--- config.mk ---
export PLATFORM = sky130hd
export DESIGN_NAME = cache_assoc_wb
export DESIGN_NICKNAME = d
export VERILOG_FILES = /design/src/rtl/cache_assoc_pkg.sv /design/src/rtl/cache_lru_set.sv /design/src/rtl/cache_assoc_wb.sv
export SDC_FILE = /design/constraint.sdc
export NUM_CORES = 2
export LEC_CHECK = 0
export CORE_MARGIN = 2
export CORE_UTILIZATION = 50
export DETAILED_ROUTE_END_ITERATION = 7
export HOLD_SLACK_MARGIN = 0.08
export PLACE_DENSITY_LB_ADDON = 0.08
export SYNTH_ARGS = -nofsm -noshare
export SYNTH_HDL_FRONTEND = slang
export SYNTH_SLANG_ARGS = --single-unit
--- constraint.sdc ---
create_clock -name clk -period 6.8 [get_ports clk]
set_clock_uncertainty 0.2 [all_clocks]
set_input_delay 1.02 -clock clk [delete_from_list [all_inputs] [get_ports clk]]
set_output_delay 1.02 -clock clk [all_outputs]
set_load 0.005 [all_outputs]
--- src/rtl/cache_assoc_pkg.sv ---
// Shared types and width helpers for the set-associative write-back cache.
package cache_assoc_pkg;

   typedef enum logic [2:0] {
      IDLE,
      LOOKUP,
      WB,
      FILL,
      RESP
   } state_t;

   function automatic int index_bits(input int sets);
      return $clog2(sets);
   endfunction

   function automatic int way_bits(input int ways);
      return (ways > 1) ? $clog2(ways) : 1;
   endfunction

   // Tag is whatever remains above the word offset and the set index.
   function automatic int tag_bits(input int addr_w, input int sets);
      return addr_w - 2 - index_bits(sets);
   endfunction

endpackage

--- src/rtl/cache_lru_set.sv ---
// Age-based LRU state for one cache set: touch update and victim select.
// Direct-mapped configurations (WAYS=1) keep no state at all.
module cache_lru_set
   import cache_assoc_pkg::*;
#(
   parameter int WAYS  = 2,
   parameter int WAY_W = way_bits(WAYS)
) (
   input  logic             clk,
   input  logic             reset,
   input  logic             touch,
   input  logic [WAY_W-1:0] touch_way,
   output logic [WAY_W-1:0] victim
);

   if (WAYS == 1) begin : g_direct
      assign victim = '0;
      wire unused_lru = &{1'b0, clk, reset, touch, touch_way};
   end else begin : g_lru
      logic [WAY_W-1:0] age_q [WAYS];
      logic [WAY_W-1:0] oldest_age;

      // Ages start cleared, so "<=" (not "<") lets tied ways spread apart on first use.
      // NOTE: state registers use non-blocking assignments so every flop samples pre-edge values.
      always_ff @(posedge clk) begin
         if (reset) begin
            for (int w = 0; w < WAYS; w++) age_q[w] <= '0;
         end else if (touch) begin
            for (int w = 0; w < WAYS; w++) begin
               if (WAY_W'(w) == touch_way)
                  age_q[w] <= '0;
               else if (age_q[w] <= age_q[touch_way] && age_q[w] != '1)
                  age_q[w] <= age_q[w] + 1'b1;
            end
         end
      end

      // NOTE: every always_comb output gets a default first so no latch is inferred.
      always_comb begin
         victim     = '0;
         oldest_age = age_q[0];
         for (int w = 1; w < WAYS; w++) begin
            if (age_q[w] > oldest_age) begin
               victim     = WAY_W'(w);
               oldest_age = age_q[w];
            end
         end
      end
   end

endmodule

--- src/rtl/cache_assoc_wb.sv ---
// N-way set-associative, write-back, write-allocate cache with a multi-cycle miss FSM.
// Define CACHE_WB_STATS_EN to add the total_writebacks statistics port.
module cache_assoc_wb
   import cache_assoc_pkg::*;
#(
   parameter int ADDR_W = 32,
   parameter int DATA_W = 32,
   parameter int SETS   = 16,
   parameter int WAYS   = 2,
   parameter int CNT_W  = 32
) (
   input  logic              clk,
   input  logic              reset,
   input  logic              access,
   input  logic [ADDR_W-1:0] Address,
   input  logic [DATA_W-1:0] Write_Data,
   input  logic              Write_Enable,
   output logic              ready,
   output logic              done,
   output logic [DATA_W-1:0] Data_Out,
   output logic              Hit_Miss,
   output logic [CNT_W-1:0]  total_accesses,
   output logic [CNT_W-1:0]  total_misses,
   output logic              mem_req,
   output logic              mem_we,
   output logic [ADDR_W-1:0] mem_addr,
   output logic [DATA_W-1:0] mem_wdata,
   input  logic [DATA_W-1:0] mem_rdata,
   input  logic              mem_ack
`ifdef CACHE_WB_STATS_EN
   ,
   output logic [CNT_W-1:0]  total_writebacks
`endif
);

   localparam int IDX_W = index_bits(SETS);
   localparam int TAG_W = tag_bits(ADDR_W, SETS);
   localparam int WAY_W = way_bits(WAYS);

   state_t state_q, state_d;

   logic [ADDR_W-3:0] req_word_q;
   logic [DATA_W-1:0] req_wdata_q;
   logic              req_we_q;
   logic [IDX_W-1:0]  idx;
   logic [TAG_W-1:0]  tag;

   logic [WAYS-1:0]   valid_q   [SETS];
   logic [WAYS-1:0]   dirty_q   [SETS];
   logic [TAG_W-1:0]  tag_mem   [SETS][WAYS];
   logic [DATA_W-1:0] data_mem  [SETS][WAYS];

   logic              accept, hit, free, victim_dirty, lru_touch;
   logic [WAY_W-1:0]  hit_way, free_way, victim_sel, victim_q, lru_way;
   logic [WAY_W-1:0]  lru_victim [SETS];
   logic [DATA_W-1:0] fill_word;

   wire unused_addr_lsb = &{1'b0, Address[1:0]};

   assign accept    = access & ready;
   assign idx       = req_word_q[IDX_W-1:0];
   assign tag       = req_word_q[IDX_W +: TAG_W];
   assign fill_word = req_we_q ? req_wdata_q : mem_rdata;

   // Descending scan leaves the lowest-index match in hit_way / free_way.
   always_comb begin
      hit      = 1'b0;
      hit_way  = '0;
      free     = 1'b0;
      free_way = '0;
      for (int w = WAYS - 1; w >= 0; w--) begin
         if (valid_q[idx][w] && tag_mem[idx][w] == tag) begin
            hit     = 1'b1;
            hit_way = WAY_W'(w);
         end
         if (!valid_q[idx][w]) begin
            free     = 1'b1;
            free_way = WAY_W'(w);
         end
      end
   end

   assign victim_sel   = free ? free_way : lru_victim[idx];
   assign victim_dirty = valid_q[idx][victim_sel] & dirty_q[idx][victim_sel];

   assign lru_touch = (state_q == LOOKUP && hit) || (state_q == FILL && mem_ack);
   assign lru_way   = (state_q == LOOKUP) ? hit_way : victim_q;

   for (genvar s = 0; s < SETS; s++) begin : g_set
      cache_lru_set #(.WAYS(WAYS), .WAY_W(WAY_W)) u_lru (
         .clk       (clk),
         .reset     (reset),
         .touch     (lru_touch && (idx == IDX_W'(s))),
         .touch_way (lru_way),
         .victim    (lru_victim[s])
      );
   end

   function automatic logic [CNT_W-1:0] sat_inc(input logic [CNT_W-1:0] v);
      return (&v) ? v : v + 1'b1;
   endfunction

   always_ff @(posedge clk) begin
      if (reset) state_q <= IDLE;
      else       state_q <= state_d;
   end

   always_comb begin
      state_d = state_q;
      case (state_q)
         IDLE:    if (accept) state_d = LOOKUP;
         LOOKUP:  state_d = hit ? IDLE : (victim_dirty ? WB : FILL);
         WB:      if (mem_ack) state_d = FILL;
         FILL:    if (mem_ack) state_d = RESP;
         RESP:    state_d = IDLE;
         default: state_d = IDLE;
      endcase
   end

   always_comb begin
      mem_req   = 1'b0;
      mem_we    = 1'b0;
      mem_addr  = '0;
      mem_wdata = '0;
      case (state_q)
         WB: begin
            mem_req   = 1'b1;
            mem_we    = 1'b1;
            mem_addr  = {tag_mem[idx][victim_q], idx, 2'b00};
            mem_wdata = data_mem[idx][victim_q];
         end
         FILL: begin
            mem_req  = 1'b1;
            mem_addr = {req_word_q, 2'b00};
         end
         default: ;
      endcase
   end

   // Control state and visible outputs; ready returns the cycle after done.
   always_ff @(posedge clk) begin
      if (reset) begin
         ready          <= 1'b1;
         done           <= 1'b0;
         Hit_Miss       <= 1'b0;
         Data_Out       <= '0;
         total_accesses <= '0;
         total_misses   <= '0;
         for (int s = 0; s < SETS; s++) begin
            valid_q[s] <= '0;
            dirty_q[s] <= '0;
         end
`ifdef CACHE_WB_STATS_EN
         total_writebacks <= '0;
`endif
      end else begin
         done <= 1'b0;
         if (done) ready <= 1'b1;
         case (state_q)
            IDLE: begin
               if (accept) begin
                  ready          <= 1'b0;
                  total_accesses <= sat_inc(total_accesses);
               end
            end
            LOOKUP: begin
               if (hit) begin
                  done     <= 1'b1;
                  Hit_Miss <= 1'b1;
                  Data_Out <= req_we_q ? req_wdata_q : data_mem[idx][hit_way];
                  if (req_we_q) dirty_q[idx][hit_way] <= 1'b1;
               end else begin
                  total_misses <= sat_inc(total_misses);
               end
            end
            WB: begin
`ifdef CACHE_WB_STATS_EN
               if (mem_ack) total_writebacks <= sat_inc(total_writebacks);
`endif
            end
            FILL: begin
               if (mem_ack) begin
                  valid_q[idx][victim_q] <= 1'b1;
                  dirty_q[idx][victim_q] <= req_we_q;
                  done                   <= 1'b1;
                  Hit_Miss               <= 1'b0;
                  Data_Out               <= fill_word;
               end
            end
            default: ;
         endcase
      end
   end

   // NOTE: tag/data arrays carry no reset; valid bits alone make their contents meaningful.
   always_ff @(posedge clk) begin
      if (accept) begin
         req_word_q  <= Address[ADDR_W-1:2];
         req_wdata_q <= Write_Data;
         req_we_q    <= Write_Enable;
      end
      if (state_q == LOOKUP && !hit) victim_q <= victim_sel;
      if (state_q == LOOKUP && hit && req_we_q) data_mem[idx][hit_way] <= req_wdata_q;
      if (state_q == FILL && mem_ack) begin
         tag_mem[idx][victim_q]  <= tag;
         data_mem[idx][victim_q] <= fill_word;
      end
   end

endmodule

## Word level (Yosys, flattened, before mapping)

Memory sizes are Yosys's and may differ from the RTL's. A register that Yosys moved wholly into a read port is not among the register bits.
Cells that the tools add are included.

| operators by class | value |
|---|---|
| magnitude comparators | 58 |
| reductions and logical operators | 72 |
| add/subtract/negate cells | 34 |
| multiplexer cells | 487 |
| bitwise logic cells | 170 |
| eq/ne operators | 24 |

Operators by type and width:

| cell | number |
|---|---|
| 1-bit 2-to-1 mux | 440 |
| 32-bit 2-to-1 mux | 13 |
| 1-bit bitwise OR | 130 |
| 64-bit 2-to-1 mux | 2 |
| 32-bit case mux with 2 select lines | 2 |
| 26-bit 2-to-1 mux | 4 |
| 32-bit by 1-bit adder with 32-bit output, second input constant | 2 |
| 32-bit demux with 1-bit select | 2 |
| 32-bit AND reduction | 2 |
| 1-bit logical AND | 58 |
| 26-bit equality test | 2 |
| 52-bit 2-to-1 mux | 1 |
| 1-bit inverter | 35 |
| 1-bit adder, second input constant | 32 |
| 4-bit equality test, second input constant | 8 |
| 1-bit <= comparator | 32 |
| 26-bit demux with 1-bit select | 1 |
| 4-bit 2-to-1 mux | 6 |
| 4-bit by 3-bit equality test with 1-bit output, second input constant | 4 |
| 1-bit greater-than comparator | 16 |
| 2-bit 2-to-1 mux | 7 |
| 3-bit case mux with 4 select lines | 1 |
| 3-bit AND reduction | 4 |
| 3-bit 2-to-1 mux | 3 |
| 22 further kinds | 38 |

| word-level totals | value |
|---|---|
| input port bits | 101 |
| bits in registers | 166 |
| memories kept | 20 |
| RAM bits | 1952 |
| word-level logic and storage cells | 876 |
| output and inout bits | 165 |

Memory list:

| name | depth | width | rd ports | clocked after memory_dff | wr ports | RTL line | RTL |
|---|---|---|---|---|---|---|---|
| data_mem | 16 | 64 | 1 | 1 | 1 | cache_assoc_wb.sv:51 | `logic [DATA_W-1:0] data_mem [SETS][WAYS];` |
| tag_mem | 16 | 52 | 1 | 1 | 1 | cache_assoc_wb.sv:50 | `logic [TAG_W-1:0] tag_mem [SETS][WAYS];` |
| dirty_q | 16 | 2 | 1 | 1 | 16 | cache_assoc_wb.sv:49 | `logic [WAYS-1:0] dirty_q [SETS];` |
| valid_q | 16 | 2 | 1 | 1 | 16 | cache_assoc_wb.sv:48 | `logic [WAYS-1:0] valid_q [SETS];` |
| g_set[0].u_lru.g_lru.age_q | 2 | 1 | 3 | 0 | 2 | cache_lru_set.sv:20 | `logic [WAY_W-1:0] age_q [WAYS];` |
| g_set[10].u_lru.g_lru.age_q | 2 | 1 | 3 | 0 | 2 | cache_lru_set.sv:20 |  |
| 14 more memories | -- | -- | -- | -- | -- | -- |  |

## Logic depth before layout (Yosys ltp)

An unclocked memory read counts as a cell.

| logic depth | value |
|---|---|
| depth after elaboration | 14 |
| mapped depth | 19 |
| mapped depth without buffers | 10 |

## By module

A second synthesis with hierarchy kept.

| second synthesis, totals | value |
|---|---|
| cells, all modules | 4612 |
| area, all modules | 86638.1 um^2 |

By module, submodules not included:

| module | cells each | seq. area each (um^2) | times used | area each (um^2) |
|---|---|---|---|---|
| cache_assoc_wb | 4468 | 61378.9 | 1 | 84736.3 |
| cache_lru_set | 9 | 60.1 | 16 | 118.9 |

## Worst setup path before layout

Ideal clock, no wire load.

| path | value |
|---|---|
| path kind | register -> register |
| from | reg (tool-made name) |
| to | mem data_mem[0][0] (netlist bit), enable pin |
| stages on the path, launching flop included | 17 |
| arrival | 4875 ps |
| library setup time | 421 ps |
| setup slack | 1304 ps |
| period minus slack after synthesis | 5496 ps |
| cell sequence | dfxtp_1 -> buf_4 -> buf_4 -> buf_2 -> buf_2 -> buf_2 -> mux4_2 -> mux2i_1 -> nor3_1 -> a2111oi_0 -> o2111ai_1 -> nor4_1 -> nand4_2 -> nand2b_1 -> o31a_1 -> clkbuf_1 -> nor2_1 |

RTL lines:

| item | RTL line |
|---|---|
| to (decl) | cache_assoc_wb.sv:51 |

==> impl_metrics.prom <==
# TYPE chip_impl_metric gauge
chip_impl_info{name="status",value="completed"} 1
chip_impl_metric{name="gp_congestion",unit=""} 0.951
chip_impl_metric{name="worstPathRequired",unit="ps"} 7080
chip_impl_metric{name="critical_path_peak_fanout",unit=""} 45
chip_impl_metric{name="synth.cell_area",unit="um2"} 87100
chip_impl_info{name="worst_setup_path_start_kind",value="register"} 1
chip_impl_metric{name="synthDistinctLibCells",unit=""} 83
chip_impl_metric{name="synth_top_area_share",unit="%"} 68.4
chip_impl_info{name="grt_setup_unrepaired",value="false"} 1
chip_impl_metric{name="grt_start_max_net_pins",unit=""} 125
chip_impl_info{name="setup.worst_path.end_class",value="register"} 1
chip_impl_metric{name="layout_min_cycle_time",unit="ps"} 6450
chip_impl_metric{name="ir_drop",unit="uV"} 277
chip_impl_info{name="synth_commonest_cells",value="sky130_fd_sc_hd__edfxtp_1 (1984), sky130_fd_sc_hd__mux4_2 (515), sky130_fd_sc_hd__nor2_1 (353)"} 1
chip_impl_metric{name="port_buffers",unit=""} 261
chip_impl_metric{name="max_cap_viol_count",unit=""} 0
chip_impl_metric{name="syn-instance-count",unit=""} 4714
chip_impl_metric{name="grt.total_usage",unit="%"} 28.2
chip_impl_metric{name="chipWidth",unit="um"} 421
chip_impl_metric{name="synth.ff_latch_count",unit=""} 2122
chip_impl_metric{name="final_min_period_over_clock_period",unit="%"} 94.8
chip_impl_metric{name="floorplan.rows",unit=""} 153
chip_impl_metric{name="nets",unit=""} 5192
chip_impl_info{name="tritoncts",value="built"} 1
chip_impl_metric{name="whs",unit="ps"} 258
chip_impl_info{name="holdCritPathClass",value="register to register"} 1
chip_impl_metric{name="layout-drive-gt1-share",unit="%"} 24.0
chip_impl_metric{name="slew-limit-headroom",unit="%"} 15.3
chip_impl_metric{name="grt.overflow.total",unit=""} 0
chip_impl_metric{name="detail_route.wirelength",unit="um"} 252000
chip_impl_metric{name="clockBufferDepth",unit=""} 3
chip_impl_metric{name="first_global_vias",unit=""} 47528
chip_impl_metric{name="h_tree_levels",unit=""} 4
chip_impl_metric{name="final_area",unit="um2"} 101000
chip_impl_metric{name="timing.final.hold_violations",unit=""} 0
chip_impl_metric{name="ant_nets",unit=""} 0
chip_impl_metric{name="core",unit="um2"} 173000
chip_impl_metric{name="numClockSinks",unit=""} 2122
chip_impl_metric{name="vias",unit=""} 47821
chip_impl_metric{name="setup_total_negative_slack",unit="ps"} 0
chip_impl_metric{name="areaGrowthSynthToFinish",unit="%"} 15.5
chip_impl_metric{name="final.fill_count",unit=""} 13140
chip_impl_metric{name="total_power",unit="mW"} 30.1
chip_impl_metric{name="routed_via_density",unit=""} 6.29
chip_impl_metric{name="switchingPower",unit="mW"} 7.35
chip_impl_metric{name="tightest_slew",unit="ps"} 1270
chip_impl_metric{name="ys_seq_area_share",unit="%"} 71.5
chip_impl_metric{name="power.switching_fraction",unit="%"} 24.4
chip_impl_metric{name="fmax",unit="GHz"} 0.155
chip_impl_metric{name="clk_pin_slew",unit="ps"} 60
chip_impl_metric{name="internal_power",unit="mW"} 22.8
chip_impl_metric{name="dieArea",unit="um2"} 178000
chip_impl_metric{name="place_area",unit="um2"} 93600
chip_impl_metric{name="powerDensity",unit="nW/um2"} 299
chip_impl_metric{name="antenna_violations_before_repair",unit=""} 4
chip_impl_metric{name="place_hpwl",unit="um"} 153000
chip_impl_metric{name="yosysWarnings",unit=""} 0
chip_impl_metric{name="share_of_async_settable_or_async_resettable_flops_after_synthesis",unit="%"} 0
chip_impl_metric{name="worst-endpoint-arrival",unit="ps"} 6730
chip_impl_metric{name="synth_area_per_cell",unit="um2"} 18.5
chip_impl_metric{name="detail_route.wl_per_cell",unit="um"} 33.2
chip_impl_metric{name="grt_pass1_wl",unit="um"} 355000
chip_impl_metric{name="first_iter_violations",unit=""} 5407
chip_impl_metric{name="combPwrFrac",unit="%"} 12.1
chip_impl_metric{name="cts-buffers-inserted",unit=""} 218
chip_impl_metric{name="power.clock.fraction",unit="%"} 39.2
chip_impl_metric{name="edff_count_synth",unit=""} 1984
chip_impl_info{name="yosys-top-cells-area",value="sky130_fd_sc_hd__edfxtp_1 (68%), sky130_fd_sc_hd__mux4_2 (13%), sky130_fd_sc_hd__dfxtp_1 (3.2%)"} 1
chip_impl_info{name="synth_top_cell_by_area",value="sky130_fd_sc_hd__edfxtp_1"} 1
chip_impl_metric{name="floorplan.initialDensity",unit="%"} 50.2
chip_impl_info{name="yosysMostFrequentCell",value="sky130_fd_sc_hd__edfxtp_1"} 1
chip_impl_metric{name="clock_latency",unit="ps"} 840
chip_impl_metric{name="setup_viol",unit=""} 0
chip_impl_metric{name="seq_power_share",unit="%"} 48.7
chip_impl_info{name="cts_root_buf",value="sky130_fd_sc_hd__clkbuf_16"} 1
chip_impl_metric{name="leakage_power_of_the_design",unit="nW"} 32.0
chip_impl_info{name="critical_path_class",value="register to register"} 1
chip_impl_metric{name="firstDrtPassIters",unit=""} 5
chip_impl_metric{name="die_y",unit="um"} 421
chip_impl_metric{name="finalMaxSlewViolations",unit=""} 0
chip_impl_metric{name="remaining_drc_errors",unit=""} 0
chip_impl_metric{name="num_io_pins",unit=""} 266
chip_impl_metric{name="post_cts_hold_buffer_count",unit=""} 0
chip_impl_info{name="synth_top_flop_cell",value="sky130_fd_sc_hd__edfxtp_1"} 1
flip-flops by register name, indices dropped and copies added, names as in the netlist, 30 cells and up, named ones only:
signal / cells
dirty_q: 32
req_word_q: 30
data_mem: 1024
total_accesses: 32
total_misses: 32
g_set.u_lru.g_lru.age_q: 32
valid_q: 32
tag_mem: 832
req_wdata_q: 32
Data_Out: 32
worst paths after layout:
path,start,endpoint,slack (ps),cells past startpoint
worst max-delay path,register,data_mem[12][22],350,14
worst min-delay path,Hit_Miss,Hit_Miss,260,2
worst max register to register,register,data_mem[12][22],350,14
worst min register to register,Hit_Miss,Hit_Miss,260,2
logic make-up after synthesis:
group / after synthesis / share of synthesized area [%]
xor gates and xnor gates: 89 / 0.895
buffers and inverters: 364 / 1.98
DFF: 2122 / 71.5
adders and majority gates: 2 / 0.0287
muxes: 834 / 17.1
AOI/OAI and AO/OA: 481 / 3.71
and+or+nand+nor: 821 / 4.72
other: 1 / 0.00430
what timing repair did:
item / 4_1_cts / 5_1_grt
endpoints found under the setup margin: 0 / 1
gates resized for setup: 0 / 0
buffers inserted: 0 / 1
metrics by stage:
step                      cells  util [%]  setup WS, ps
after CTS                  7597      58.0           101
final                      7600      58.0           350
after global placement     7193      54.0           471
after floorplan            4715         -          1300
after detailed placement   7193      54.0           429
after global routing       7599      58.0           152
cells in the final DEF (no fill, tap or decap), drive strengths merged, types with 21 or more instances in the layout:
cell type and n:
nor2b 47, xnor2 45, dfxtp 138, a21oi 75
nor4 32, buf 222, a211oi 23, o31ai 23
xor2 44, o21ai 139, clkdlybuf4s50 260, edfxtp 1984
a22oi 48, nor2 353, inv 43, bufinv 21
clkbuf 277, clkinv 91, o311ai 37, nand4 47
or4 35, nand2 104, mux4 515, nor3 52
mux2 95, mux2i 224, nand3 47, o2111ai 27
worst max-delay path, stage by stage (launching register included):
cell and delay [ps]:
sky130_fd_sc_hd__dfxtp_4 980, sky130_fd_sc_hd__buf_12 300, sky130_fd_sc_hd__buf_12 180, sky130_fd_sc_hd__mux4_2 220, sky130_fd_sc_hd__mux2i_1 190, sky130_fd_sc_hd__and2_1 220
sky130_fd_sc_hd__o21ai_0 530, sky130_fd_sc_hd__nand4_1 260, sky130_fd_sc_hd__nor4_1 540, sky130_fd_sc_hd__nand4_4 240, sky130_fd_sc_hd__nand2b_1 240, sky130_fd_sc_hd__o31a_2 460
sky130_fd_sc_hd__buf_12 240, sky130_fd_sc_hd__nor2_4 700, sky130_fd_sc_hd__buf_4 460
power by group through the flow:
| stage | Sequential, mW | Combinational, mW | Clock, mW |
|---|---|---|---|
| 2_1_floorplan | 14.8 | 2.30 | 0 |
| 3_3_place_gp | 15.0 | 3.62 | 0 |
| 3_5_place_dp | 15.0 | 3.64 | 0 |
| 4_1_cts | 14.7 | 3.65 | 12.0 |
| 5_1_grt | 14.7 | 3.85 | 12.5 |
| 6_report | 14.7 | 3.66 | 11.8 |
final cells by class:
cell class                 instances  area [um2]  area share [%]
clock inverter                   127        1160            1.15
sequential                      2122       62400            62.0
tap                             2325        2910            2.89
antenna                            2        5.00         0.00497
inverter                          36         146           0.145
multi-input combinational       2229       23600            23.5
clock buffer                     277        5830            5.80
timing repair buffer             482        4590            4.57
metal layers:
| layer | vias up | track usage [%] | wire, um |
|---|---|---|---|
| met5 | - | 0 | 0 |
| met4 | 0 | 10.0 | 9730 |
| met3 | 396 | 4.30 | 16400 |
| met2 | 1989 | 46.5 | 125000 |
| met1 | 25465 | 38.4 | 101000 |
| li1 | 19971 | - | - |
Power figures use the tool's default switching activity.
==> RTL change: new RTL, same flow settings <==
The parameter `DATA_W` goes from 32 to 16.
--- a/src/rtl/cache_assoc_wb.sv
+++ b/src/rtl/cache_assoc_wb.sv
@@ -6,3 +6,3 @@
    parameter int ADDR_W = 32,
-   parameter int DATA_W = 32,
+   parameter int DATA_W = 16,
    parameter int SETS   = 16,
Interface: changed (resized Data_Out, Write_Data, mem_rdata and mem_wdata); port bits go from 266 to 202. No check against the original RTL was run, so the function may have changed too.
==> RTL change against the original RTL <==
Combinational power is 28% lower. Sequential cell count down 544. Highest routed layer is now met5. Global-route usage decreased by 1.3 points. Utilization is essentially flat. Synthesized area is 26% lower. Wire length decreased by 30%. Sequential power decreased by 26%. Critical path type is now flip-flop to output pin. Setup slack improved by 0.21 ns. Final cell count fell by 26%. Total power decreased by 27%. Hold slack gained 0.0066 ns. Cell area decreased by 26%.
==> RTL change: results (changes against the original RTL) <==
{
  "status": {"value": "finished clean"},
  "dpl-instance-area": {"value": 69000, "unit": "µm²", "change": "-26%"},
  "critical-path-top-delay-family": {"value": "buffers and inverters"},
  "cts_buffers": {"value": 164, "change": "-25%"},
  "layout_top_registers": {"value": "tag_mem x832, data_mem x512"},
  "globalRouteTotalUtil": {"value": 26.9, "unit": "%", "change": "-1.3 points"},
  "power.share.sequential": {"value": 49.1, "unit": "%", "change": "+0.4 points"},
  "layout.non_clock_buffers": {"value": 349, "change": "-28%"},
  "final_nets": {"value": 3939, "change": "-24%"},
  "final_layout_size_suffix_gt1_share": {"value": 23.1, "unit": "%", "change": "-0.96 points"},
  "layout.filler_cells": {"value": 9511, "change": "-28%"},
  "critical_path.max_fanout": {"value": 22, "change": "-51%"},
  "numPlacedInstances": {"value": 5364, "change": "-25%"},
  "post_synth_main_area_contributors": {"value": "sky130_fd_sc_hd__edfxtp_1, sky130_fd_sc_hd__mux4_2, sky130_fd_sc_hd__dfxtp_1"},
  "grt_start_max_net_pins": {"value": 90, "change": "-28%"},
  "irDropWorstVdd": {"value": 0.218, "unit": "mV", "change": "-21%"},
  "power.leakage": {"value": 23.5, "unit": "nW", "change": "-26%"},
  "cell_with_the_largest_stage_delay_on_the_worst_path": {"value": "sky130_fd_sc_hd__inv_1"},
  "worstPathArrival": {"value": 5.02, "unit": "ns", "change": "-1.71 ns"},
  "multi_input_area_share": {"value": 23.5, "unit": "%", "change": "+0.034 points"},
  "inv_count": {"value": 33, "change": "-8.3%"},
  "ff2ff_path_depth": {"value": 13, "change": "-1"},
  "layout.buffer.nonclock.area_share": {"value": 4.30, "unit": "%", "change": "-0.27 points"},
  "place.gp.congestion": {"value": 0.927, "change": "-2.6%"},
  "design_power_total": {"value": 22.1, "unit": "mW", "change": "-27%"},
  "drt_iter0_drc": {"value": 4333, "change": "-20%"},
  "clock_latency_late_sink": {"value": 0.79, "unit": "ns", "change": "-0.05 ns"},
  "cts.sinks": {"value": 1578, "change": "-26%"}
}
RTL change: cell families after synthesis:
family | after synthesis | synth area share (%)
xor gates and xnor gates | 68 | 0.924
buffers and inverters | 262 | 1.84
adders and majority gates | 2 | 0.0388
other | 1 | 0.00582
AOI/OAI and AO/OA | 436 | 4.45
DFF | 1578 | 71.7
and+or+nand+nor | 665 | 4.96
muxes | 569 | 16.1
RTL change: final timing paths:
kind                                start                  endpoint  slack (ns)
setup / recovery  state_q[1]$_SDFFE_PP0P_              mem_wdata[9]        0.56
hold / removal      valid_q[5][1]$_DFF_P_     valid_q[5][1]$_DFF_P_        0.26
setup reg to reg                flip-flop  data_mem[3][6]$_DFFE_PP_        1.07
hold reg to reg     valid_q[5][1]$_DFF_P_     valid_q[5][1]$_DFF_P_        0.26
RTL change: metal layers:
layer  track usage (%)  share of wire (%)
met1              37.3                 40
met4              7.26                2.2
met5                 0              0.039
met2              44.1                 49
met3              4.94                8.3
